[src/rtl/tcls_resynch_initiator.sv]
// TCLS resynchronisation initiator.
// Drives a register-interface master through the manager's resynch sequence:
// optionally read MISMATCHES_0..2, write the stack pointer to SP_STORE, wait,
// then clear SP_STORE. Optional feature macro: TCLS_INIT_MISMATCH_READ_EN
// (enables the three mismatch-counter reads; without it they are skipped).

package tcls_resynch_initiator_pkg;
    typedef struct packed {
        logic [31:0] addr;
        logic        write;
        logic [31:0] wdata;
        logic [3:0]  wstrb;
        logic        valid;
    } tcls_req_t;

    typedef struct packed {
        logic [31:0] rdata;
        logic        error;
        logic        ready;
    } tcls_rsp_t;
endpackage

module tcls_resynch_initiator #(
    parameter type         tcls_req_t    = tcls_resynch_initiator_pkg::tcls_req_t,
    parameter type         tcls_rsp_t    = tcls_resynch_initiator_pkg::tcls_rsp_t,
    parameter logic [31:0] BaseAddr      = 32'h0,
    parameter logic [31:0] SpStoreOff    = 32'h0,
    parameter logic [31:0] Mm0Off        = 32'h8,
    parameter logic [31:0] Mm1Off        = 32'hC,
    parameter logic [31:0] Mm2Off        = 32'h10,
    parameter int unsigned HoldCycles    = 16,
    parameter int unsigned TimeoutCycles = 64
) (
    input  logic             clk_i,
    input  logic             rst_ni,
    input  logic             resynch_req_i,
    input  logic             fetch_en_i,
    input  logic [31:0]      sp_value_i,
    output tcls_req_t        reg_req_o,
    input  tcls_rsp_t        reg_rsp_i,
    output logic             busy_o,
    output logic             done_o,
    output logic             error_o,
    output logic [2:0][31:0] mismatch_cnt_o
);

    localparam logic [2:0] IDLE      = 3'd0;
    localparam logic [2:0] RD_MM0    = 3'd1;
    localparam logic [2:0] RD_MM1    = 3'd2;
    localparam logic [2:0] RD_MM2    = 3'd3;
    localparam logic [2:0] WR_UNLOAD = 3'd4;
    localparam logic [2:0] HOLD      = 3'd5;
    localparam logic [2:0] WR_RELOAD = 3'd6;
    localparam logic [2:0] DONE      = 3'd7;

`ifdef TCLS_INIT_MISMATCH_READ_EN
    localparam logic [2:0] FIRST_STATE = RD_MM0;
`else
    localparam logic [2:0] FIRST_STATE = WR_UNLOAD;
`endif

    localparam logic [31:0] HOLD_LAST    = 32'(HoldCycles - 1);
    localparam logic [31:0] TIMEOUT_LAST = 32'(TimeoutCycles - 1);

    logic [2:0]  state;
    logic [31:0] sp_q;
    logic [31:0] cnt;
    logic        gap_q;
    logic        error_q;
    logic        xfer_state;
    logic        valid;
    logic        xfer_done;
    logic        timeout;

    // Counters stick at all-ones instead of wrapping.
    function automatic logic [31:0] sat_inc(input logic [31:0] c);
        return (c == '1) ? c : c + 32'd1;
    endfunction

    function automatic logic [2:0] next_xfer(input logic [2:0] s);
        case (s)
            RD_MM0:    return RD_MM1;
            RD_MM1:    return RD_MM2;
            RD_MM2:    return WR_UNLOAD;
            WR_UNLOAD: return HOLD;
            default:   return DONE;
        endcase
    endfunction

    assign xfer_state = (state == RD_MM0) || (state == RD_MM1) || (state == RD_MM2) ||
                        (state == WR_UNLOAD) || (state == WR_RELOAD);
    // gap_q forces one idle bus cycle after every completed transfer.
    assign valid      = xfer_state && !gap_q;
    assign xfer_done  = valid && reg_rsp_i.ready;
    assign timeout    = valid && !reg_rsp_i.ready && (cnt == TIMEOUT_LAST);

    assign busy_o  = (state != IDLE);
    assign done_o  = (state == DONE);
    assign error_o = error_q;

    // Request fields are a pure function of state, so they stay stable until ready.
    always_comb begin
        reg_req_o = '0;
        if (valid) begin
            reg_req_o.valid = 1'b1;
            case (state)
                RD_MM0: reg_req_o.addr = BaseAddr + Mm0Off;
                RD_MM1: reg_req_o.addr = BaseAddr + Mm1Off;
                RD_MM2: reg_req_o.addr = BaseAddr + Mm2Off;
                WR_UNLOAD: begin
                    reg_req_o.addr  = BaseAddr + SpStoreOff;
                    reg_req_o.write = 1'b1;
                    reg_req_o.wdata = sp_q;
                    reg_req_o.wstrb = 4'hF;
                end
                WR_RELOAD: begin
                    reg_req_o.addr  = BaseAddr + SpStoreOff;
                    reg_req_o.write = 1'b1;
                    reg_req_o.wstrb = 4'hF;
                end
                default: ;
            endcase
        end
    end

    // Sequencer: fetch_en_i low aborts silently and outranks error/timeout.
    always_ff @(posedge clk_i or negedge rst_ni) begin
        if (!rst_ni) begin
            state   <= IDLE;
            sp_q    <= '0;
            cnt     <= '0;
            gap_q   <= 1'b0;
            error_q <= 1'b0;
        end else begin
            error_q <= 1'b0;
            gap_q   <= 1'b0;
            if (!fetch_en_i) begin
                state <= IDLE;
                cnt   <= '0;
            end else begin
                case (state)
                    IDLE: begin
                        if (resynch_req_i) begin
                            if (sp_value_i == 32'd0) begin
                                error_q <= 1'b1;
                            end else begin
                                sp_q  <= sp_value_i;
                                cnt   <= '0;
                                state <= FIRST_STATE;
                            end
                        end
                    end
                    HOLD: begin
                        if (cnt == HOLD_LAST) begin
                            cnt   <= '0;
                            state <= WR_RELOAD;
                        end else begin
                            cnt <= sat_inc(cnt);
                        end
                    end
                    DONE: state <= IDLE;
                    default: begin
                        if (xfer_done) begin
                            cnt <= '0;
                            if (reg_rsp_i.error) begin
                                error_q <= 1'b1;
                                state   <= IDLE;
                            end else begin
                                gap_q <= 1'b1;
                                state <= next_xfer(state);
                            end
                        end else if (timeout) begin
                            cnt     <= '0;
                            error_q <= 1'b1;
                            state   <= IDLE;
                        end else if (valid) begin
                            cnt <= sat_inc(cnt);
                        end
                    end
                endcase
            end
        end
    end

`ifdef TCLS_INIT_MISMATCH_READ_EN
    // Capture MISMATCHES_N on an error-free completed read; hold otherwise.
    always_ff @(posedge clk_i or negedge rst_ni) begin
        if (!rst_ni) begin
            mismatch_cnt_o <= '0;
        end else if (fetch_en_i && xfer_done && !reg_rsp_i.error) begin
            case (state)
                RD_MM0:  mismatch_cnt_o[0] <= reg_rsp_i.rdata;
                RD_MM1:  mismatch_cnt_o[1] <= reg_rsp_i.rdata;
                RD_MM2:  mismatch_cnt_o[2] <= reg_rsp_i.rdata;
                default: ;
            endcase
        end
    end
`else
    logic unused_rdata;
    assign unused_rdata   = ^reg_rsp_i.rdata;
    assign mismatch_cnt_o = '0;
`endif

endmodule

[config.mk]
export PLATFORM = sky130hd
export DESIGN_NAME = tcls_resynch_initiator
export DESIGN_NICKNAME = d
export VERILOG_FILES = /design/src/rtl/tcls_resynch_initiator.sv
export SDC_FILE = /design/constraint.sdc
export NUM_CORES = 1
export LEC_CHECK = 0
export ABC_CLOCK_PERIOD_IN_PS = 5200
export BUFFER_PORTS_ARGS = -buffer_cell sky130_fd_sc_hd__buf_2
export CORE_MARGIN = 2
export CORE_UTILIZATION = 51
export CTS_CLUSTER_SIZE = 25
export DETAILED_ROUTE_END_ITERATION = 10
export GPL_ROUTABILITY_DRIVEN = 0
export PLACE_DENSITY_LB_ADDON = 0.25
export SETUP_SLACK_MARGIN = 0.15
export SYNTH_ARGS = -nofsm -noshare
export SYNTH_HDL_FRONTEND = slang
export SYNTH_SLANG_ARGS = --single-unit
[constraint.sdc]
create_clock -name clk_i -period 5.2 [get_ports clk_i]
set_input_delay 0.52 -clock clk_i [delete_from_list [all_inputs] [get_ports clk_i]]
set_output_delay 0.52 -clock clk_i [all_outputs]
set_load 0.005 [all_outputs]
; Yosys cells after proc, flatten, opt, wreduce, memory -nomap -nowiden
; Index checks and enable logic that the tools add are counted.
; W data, S select, Z words.
[word_totals]
output_inout_bits = 169
wordCells = 76
reg_bits = 69
input_bits = 70
[classes]
bitwise = 1
n_addsub = 1
n_eq_ne = 16
reduce_logical = 19
n_mux = 34
[ops]
columns = operator, n
row1 = $mux W32, 9
row2 = $pmux W32 S3, 1
row3 = $mux W70, 1
row4 = $add A32 B1 Y32 const B, 1
row5 = $eq A32 B32 Y1 const B, 1
row6 = $eq A32 B4 Y1 const B, 1
row7 = $eq A32 B6 Y1 const B, 1
row8 = $logic_not A32 Y1, 1
row9 = $mux W3, 7
row10 = $pmux W5 S3, 1
row11 = $eq A3 B3 Y1 const B, 4
row12 = $ne A6 B1 Y1 const B, 2
row13 = $pmux W3 S4, 1
row14 = $reduce_and A4 Y1, 3
row15 = $mux W1, 11
row16 = $ne A3 B3 Y1 const B, 3
row17 = $pmux W3 S3, 1
row18 = $eq A3 B2 Y1 const B, 2
row19 = $logic_and A1 B1 Y1, 4
row20 = $logic_or A1 B1 Y1, 4
row21 = $mux W4, 1
row22 = $reduce_or A2 Y1, 2
row23 = $eq A3 B1 Y1 const B, 1
row24 = $logic_not A3 Y1, 1
row25 = other kinds (6), 7

; Logic depth before layout (Yosys ltp)
; Gate-level depths: netlist of the first run.
[logic_depth]
ltp_word = 12
mapped_depth = 9
mapped_depth_nobuf = 7

; Worst setup path after synthesis of the first run
; OpenSTA, ideal clock, no wires.
[synth_path]
kind = input-to-reg
startpoint = input sp_value_i[16]
endpoint = register cnt[13]
arrival_time_ns = 2.181
required_ns = 5.123
n_path_buf = 2
path_stages = 8
setup_ns = 0.077
path_slack_ns = 2.941
cell_sequence = nor4_1 -> nand4_1 -> o21ai_0 -> a21o_1 -> buf_2 -> clkbuf_1 -> o21ai_0 -> a21oi_1
[synth_between]
elab_chain_len = 3
[synth_lines]
columns = item, line_no
row1 = from (decl), 38  ; input logic [31:0] sp_value_i,
row2 = $logic_not A32 Y1, 144  ; if (sp_value_i == 32'd0) begin
row3 = $ne A3 B3 Y1 (no source line), --
row4 = $reduce_and A4 Y1 (no source line), --
row5 = to (signal assigned), 158  ; cnt <= sat_inc(cnt);
row6 = to (signal assigned), 177  ; cnt <= sat_inc(cnt);
row7 = to (decl), 67  ; logic [31:0] cnt;
; No other way between the ends.
; A chain may end at the register's enable or synchronous reset.

; Worst setup path after layout of the first run
[layout_path]
startpoint = register state[0]
endpoint = register cnt[8]
[layout_between]
elab_chain_len = 12
word_cells_on_any_way = 25
classes_between = 11 x eq/ne / 4 x mux / 10 x reduce/logical
[layout_lines]
columns = item, line_no
row1 = from (decl), 65  ; logic [2:0] state;
row2 = from (signal assigned), 170  ; state <= next_xfer(state);
row3 = $eq A3 B1 Y1 / $eq A3 B2 Y1 (equally long branches), 90  ; assign xfer_state = (state == RD_MM0) || (state == RD_MM1) || (state == RD_MM2) ||
row4 = $logic_or A1 B1 Y1 (3 in series), 90
row5 = $logic_or A1 B1 Y1, 91  ; (state == WR_UNLOAD) || (state == WR_RELOAD);
row6 = $logic_and A1 B1 Y1, 93  ; assign valid = xfer_state && !gap_q;
row7 = $logic_and A1 B1 Y1 (2 in series), 95  ; assign timeout = valid && !reg_rsp_i.ready && (cnt == TIMEOUT_LAST);
row8 = $mux W32, 172  ; end else if (timeout) begin
row9 = $mux W32, 163  ; if (xfer_done) begin
row10 = $pmux W32 S3, 141  ; case (state)
row11 = $mux W32, 137  ; if (!fetch_en_i) begin
; Parallel ways exist; a longest one is shown, timed or not.

==> results.md, run 1 <==
| Item | This run |
|:---|:---|
| Highest ir drop seen on vdd | 0.124 mV |
| Achievable Freq | 0.316 GHz |
| Maximum number of pins on one net before global-route repair | 70 |
| Clock tree skew after final layout | 0.00720 ns |
| Width of the die | 102 µm |
| Placement row count | 35 |
| Clock Path Buffers | 2 |
| Slew Limit Fails | 0 |
| First-pass GRT wire length | 14.7 mm |
| Crit Path Class | reg2reg |
| Setup slack, reg-to-reg | 2.04 ns |
| Number of hold violations in the final report | 0 |
| Max-Slew Margin vs Limit | 28.9% |
| Flip-flop and latch count after synthesis | 69 |
| Required @ worst endpoint | 5.38 ns |
| Setup repair after global routing missed its margin | false |
| # nets final | 673 |
| Net Switching | 622 µW |
| Warning count from the yosys run | 0 |
| CP max FO | 27 |
| Number of inserted diodes | 0 |
| Share of cells above drive strength 1 | 23.6% |
| Period utilisation layout | 60.8% |
| Data arrival time of the critical path | 3.34 ns |
| Hold/Removal Path Class | in2async |
| Number of antenna violations at the first check in global routing | 0 |
| Pwr per Cell Area | 364 mW/mm² |
| Routed wire per std cell | 13.3 µm |
| Post-cts gate resize count | 0 |
| Static Leakage | 0.00237 µW |
| Number of clock sinks seen by CTS | 69 |
| Internal power component | 1220 µW |
| Vias per Instance | 5.03 |
| Clock tree from TritonCTS | built |
| Fill count | 847 |
| # IOs | 239 |
| Via count of the first global-routing pass | 3045 |
| Total die area | 0.0103 mm² |
| Sequential cell area fraction in the yosys report | 35.5% |
| DRC violations left | 0 |
| Measured slew at the worst slew-check pin | 1.06 ns |
| Clock latency of the later-clocked register in the worst-skew pair | 0.35 ns |
| Run status | complete, no violations |
| Worst r2r dst | cnt[8] |
| Overflow left after global routing | 0 |
| Total standard cell area after synthesis | 0.00487 mm² |
| HPWL after detailed placement | 7.25 mm |
| Comb power frac | 36.4% |
| DRT antenna net count | 0 |
| Worst-path clk slew | 0.07 ns |
| Primary FF master, synth | dfrtp_1 |
| Setup crit end kind | register |
| Final count of negative-setup-slack endpoints | 0 |
| Count of maximum capacitance violations | 0 |
| Switching part of the total power | 33.9% |
| Count of input and output buffers | 81 |
| Number of instances in the synthesized netlist | 535 |
| Min Clock Period, post-route | 3.16 ns |
| Yosys cell types | 50 |
| Core Region | 0.00924 mm² |
| Type of element launching the critical path | register |
| Root Driver | clkbuf_8 |
| First-pass iteration count of the detailed router | 4 |
| Postcts setup bufs | 0 |
| Setup tns final | 0 ns |
| Inserted Clock Buffers | 9 |
| Drt initial violations | 194 |
| Sequential share of power | 40.9% |
| Clock network fraction of design power | 22.7% |
| Post-Synthesis Mean Instance Area | 9.10 µm² |
| Overall routed net length | 9.74 mm |
| EDFF count, synth | 0 |
| Hold-fix buffer count after cts | 0 |
| Overall die height | 102 µm |
| Async set-or-reset flop fraction in the synthesized netlist | 100% |
| Htree depth | 3 |
| RR Startpoint | state[0] |
| Final design utilization | 54.6% |
| GRT Total Usage | 17.9% |
| Area growth, synth to finish | 3.67% |
| Effective utilization at floorplan | 52.7% |
| Total vias in the final route | 3694 |
| Number of cells on the worst reg-to-reg path | 5 |
-- cell usage after synthesis (3+ instances only) --
| cell | count | area, µm² |
|---|---|---|
| and3_1 | 7 | 43.8 |
| or3_1 | 18 | 113 |
| a31oi_1 | 3 | 18.8 |
| dfrtp_1 | 69 | 1730 |
| or4_1 | 10 | 75.1 |
| clkbuf_1 | 12 | 45.0 |
| a21o_1 | 4 | 30.0 |
| and2_1 | 34 | 213 |
| buf_2 | 7 | 35.0 |
| nor2_1 | 18 | 67.6 |
| mux2_2 | 32 | 360 |
| inv_1 | 10 | 37.5 |
| nand4_1 | 20 | 125 |
| nand3_1 | 9 | 45.0 |
| o211ai_1 | 6 | 45.0 |
| o31ai_1 | 9 | 67.6 |
| nand2_1 | 16 | 60.1 |
| nor4_1 | 18 | 113 |
| buf_4 | 133 | 998 |
| nor3_1 | 8 | 40.0 |
| a211oi_1 | 4 | 30.0 |
| a21oi_1 | 29 | 145 |
| and4_1 | 3 | 26.3 |
| o21ai_0 | 24 | 120 |
-- power by group through the flow --
stage	registers [µW]	clock network [µW]	logic (µW)
floorplan	725	0	558
global placement	753	0	666
detailed placement	762	0	675
CTS	751	426	676
global route	770	451	750
finish	752	417	669
-- flip-flops by register name, indices dropped and copies added (netlist names) --
signal   count
sp_q        32
cnt         32
error_o      1
gap_q        1
state        3
-- area by class of cell --
| type | count | area, µm² | share of cell area (%) |
|---|---|---|---|
| clock buffer | 10 | 128 | 2.53 |
| inverter | 10 | 37.5 | 0.743 |
| multi-input combinational | 427 | 2510 | 49.7 |
| tap | 129 | 161 | 3.20 |
| sequential | 69 | 1730 | 34.2 |
| timing repair buffer | 85 | 435 | 8.62 |
| clock inverter | 5 | 52.6 | 1.04 |
-- per-layer routing --
metal	routed length [µm]	global-route usage (%)	vias to the layer above
li1	-	-	1798
met1	4250	24.3	1752
met2	4730	28.1	134
met3	635	3.66	10
met4	116	7.38	0
met5	0	0	-
-- cells in the final DEF, fill, tap and decap left out, drive strengths merged, types with 18 or more instances in the layout --
master,n
nand4,22
dfrtp,69
buf,85
a21oi,30
and2,34
or3,19
mux2,32
conb,125
nor4,18
o21ai,24
nor2,18
-- worst max-delay path, cell delays in order (launching register included) --
cell and delay (ns):
dfrtp_1 0.67, nor3_1 0.20, a211oi_1 0.65, a31oi_1 0.44, nor3_4 0.92, a21oi_1 0.09
-- logic make-up after synthesis --
group / synth area share, %
simple gates: 21.2
buf+inv: 23.0
compound gates: 11.9
flops: 35.5
mux: 7.40
xor+xnor: 0.720
fa+ha+maj: 0.257
other cells: 0.0770
-- stage by stage --
stage	setup slack, ns	std cells	hold WS [ns]	cell area, µm²	power [µW]
floorplan	2.94	659	0.224	5340	1280
global placement	1.93	720	0.478	4870	1420
detailed placement	1.86	720	0.485	4870	1440
CTS	2.06	735	0.405	5050	1850
global route	1.71	735	0.405	5050	1970
finish	2.04	735	0.374	5050	1840
-- worst max path at each step --
stage	startpoint	to	slack, ns
2_1_floorplan	sp_value_i[16]	cnt[13]	2.94
3_3_place_gp	sp_value_i[25]	cnt[8]	1.93
3_5_place_dp	sp_value_i[25]	cnt[31]	1.86
4_1_cts	state[0]	cnt[17]	2.06
5_1_grt	state[0]	cnt[31]	1.71
6_report	state[0]	cnt[8]	2.04
Note: power is estimated with default switching activity, not from simulation.
==> run 2, diff against run 1 <==
--- a/config.mk
+++ b/config.mk
@@ -5,10 +5,10 @@
 export SDC_FILE = /design/constraint.sdc
 export NUM_CORES = 1
 export LEC_CHECK = 0
-export ABC_CLOCK_PERIOD_IN_PS = 5200
+export ABC_CLOCK_PERIOD_IN_PS = 3300
 export BUFFER_PORTS_ARGS = -buffer_cell sky130_fd_sc_hd__buf_2
 export CORE_MARGIN = 2
-export CORE_UTILIZATION = 51
+export CORE_UTILIZATION = 47
 export CTS_CLUSTER_SIZE = 25
 export DETAILED_ROUTE_END_ITERATION = 10
 export GPL_ROUTABILITY_DRIVEN = 0
==> constraint.sdc (replaced) <==
create_clock -name clk_i -period 3.3 [get_ports clk_i]
set_input_delay 0.33 -clock clk_i [delete_from_list [all_inputs] [get_ports clk_i]]
set_output_delay 0.33 -clock clk_i [all_outputs]
set_load 0.005 [all_outputs]
==> results.md, run 2 (synthesis results as in run 1) <==
| Item | This run |
|:---|:---|
| Run status | complete, no violations |
| Root Driver | clkbuf_8 |
| Via count of the first global-routing pass | 3286 |
| Effective utilization at floorplan | 47.8% |
| Hold/Removal Path Class | in2reg |
| Number of antenna violations at the first check in global routing | 0 |
| Drt initial violations | 257 |
| Max-Slew Margin vs Limit | 30.7% |
| DRC violations left | 0 |
| Cell class contributing the biggest share of worst-path delay | simple AND/OR/NAND/NOR gates |
| # IOs | 239 |
| Static Leakage | 0.00242 µW |
| DRT antenna net count | 0 |
| Overflow left after global routing | 0 |
| Data arrival time of the critical path | 2.98 ns |
| Cell area after placement | 0.00491 mm² |
| Number of clock sinks seen by CTS | 69 |
| Min Clock Period, post-route | 2.79 ns |
| Measured slew at the worst slew-check pin | 1.04 ns |
| HPWL after detailed placement | 7.36 mm |
| Buffers & Inverters on Critical Path | 0 |
| Worst-path cell chain | nor4_1 -> nand4_1 -> nor2_1 -> a21oi_1 -> nor3_4 -> nor2_1 |
| Period utilisation layout | 84.4% |
| Pwr per Cell Area | 601 mW/mm² |
| Final count of negative-setup-slack endpoints | 0 |
| Setup tns final | 0 ns |
| Min setup slack post-route | 0.514 ns |
| CP max FO | 27 |
| Total vias in the final route | 3739 |
| Setup slack, reg-to-reg | 0.51 ns |
| Clock latency of the later-clocked register in the worst-skew pair | 0.36 ns |
| Total die area | 0.0112 mm² |
| # nets final | 678 |
| Inserted Clock Buffers | 9 |
| Worst-path clk slew | 0.08 ns |
| Maximum number of pins on one net before global-route repair | 48 |
| Fill count | 988 |
| Overall die height | 106 µm |
| Placement Setup Slack | 0.478 ns |
| GRT Total Usage | 17.6% |
| First-pass GRT wire length | 15.8 mm |
| Highest ir drop seen on vdd | 0.250 mV |
| Htree depth | 3 |
| Top flop regs | cnt x32, sp_q x32, state x3 |
| Area growth, synth to finish | 5.83% |
| Core Region | 0.0102 mm² |
| Stage delay of the slowest cell on the critical path | 0.92 ns |
| Overall routed net length | 9.82 mm |
| Required @ worst endpoint | 3.50 ns |
| Width of the die | 106 µm |
| Most common cell after layout, fill and taps aside | conb_1 |
| Slew Limit Fails | 0 |
| Critical path's most frequent cell | nor2_1 |
| Routed wire per std cell | 13.1 µm |
| Cell with the largest stage delay on the worst path | nor3_4 |
| Share of cells above drive strength 1 | 24.2% |
| Vias per Instance | 5.01 |
| Setup repair after global routing missed its margin | false |
| Total Power Consumption | 3100 µW |
| Count of maximum capacitance violations | 0 |
| Count of input and output buffers | 81 |
| Clock tree skew after final layout | 0.0140 ns |
| Area of combinational cells with multiple inputs | 0.00251 mm² |
| Type of element launching the critical path | register |
| Leading cell types in the layout, fill and taps excluded | conb_1 (125), buf_2 (81), dfrtp_1 (69), and2_1 (34), mux2_2 (32) |
| Clock tree from TritonCTS | built |
| Post-route cell area | 0.00515 mm² |
| Achievable Freq | 0.359 GHz |
| Crit Path Class | reg2reg |
| Number of inserted diodes | 0 |
| First-pass iteration count of the detailed router | 4 |
| Number of hold violations in the final report | 0 |
| Placement row count | 37 |
| Clock Path Buffers | 2 |
| Register area | 0.00173 mm² |
| Setup crit end kind | register |
run 2: cell count changes in the layout (fill, tap and decap cells not counted):
cell,delta
buf_4,+4
clkinvlp_4,-1
dlygate4sd3_1,+1
clkinv_4,+2
clkinv_2,-2
bufinv_16,+2
clkbuf_1,-1
run 2: path summary, 6_finish.rpt:
check	from	endpoint	cells after the start
worst max-delay path	cnt[6]	cnt[17]	6
worst min-delay path	sp_value_i[4]	sp_q[4]	2
worst max register to register	cnt[6]	cnt[17]	6
worst min register to register	sp_q[15]	sp_q[15]	1
max in group asynchronous	rst_ni	cnt[27]	3
min in group asynchronous	rst_ni	sp_q[5]	2
run 2: what timing repair did:
item | 4_1_cts | 5_1_grt
buffers inserted | 0 | 0
hold endpoints to repair | 9 | 0
hold buffers | 1 | 0
gates resized for setup | 0 | 0
run 2: per-stage QoR:
step / utilization, % / instances / hold slack, ns
6_report: 50.6 / 747 / 0.219
3_3_place_gp: 48.2 / 731 / 0.372
4_1_cts: 50.6 / 747 / 0.212
5_1_grt: 50.6 / 747 / 0.208
2_1_floorplan: - / 659 / 0.0344
3_5_place_dp: 48.2 / 731 / 0.377
run 2: worst register-to-register path, stage by stage, from the launching register on:
cell     delay [ns]
dfrtp_1        0.48
nor4_1         0.36
nand4_1        0.18
nor2_1         0.25
a21oi_1        0.30
nor3_4         0.92
nor2_1         0.12
run 2: final cells by class:
type / count / share of cell area [%]
multi-input cells: 427 / 48.7
clock inverters: 6 / 2.18
clock buffers: 9 / 2.40
inverters: 10 / 0.728
repair buffers: 90 / 9.23
flip-flops and latches: 69 / 33.5
well taps: 136 / 3.30
run 2: metal layers:
metal / GRT usage, % / share of wire (%) / vias up
met4: 6.58 / 1.3 / 0
met5: 0 / 0 / -
li1: - / - / 1811
met2: 28.5 / 49 / 122
met3: 3.28 / 5.6 / 10
met1: 23.4 / 44 / 1796
run 2: power by group:
| part | internal, µW | leakage, µW | switching (µW) | total (µW) |
|---|---|---|---|---|
| clock | 499 | 0.000119 | 335 | 834 |
| sequential | 1060 | 0.000892 | 112 | 1180 |
| combinational | 523 | 0.00141 | 561 | 1080 |
| total | 2090 | 0.00242 | 1010 | 3100 |
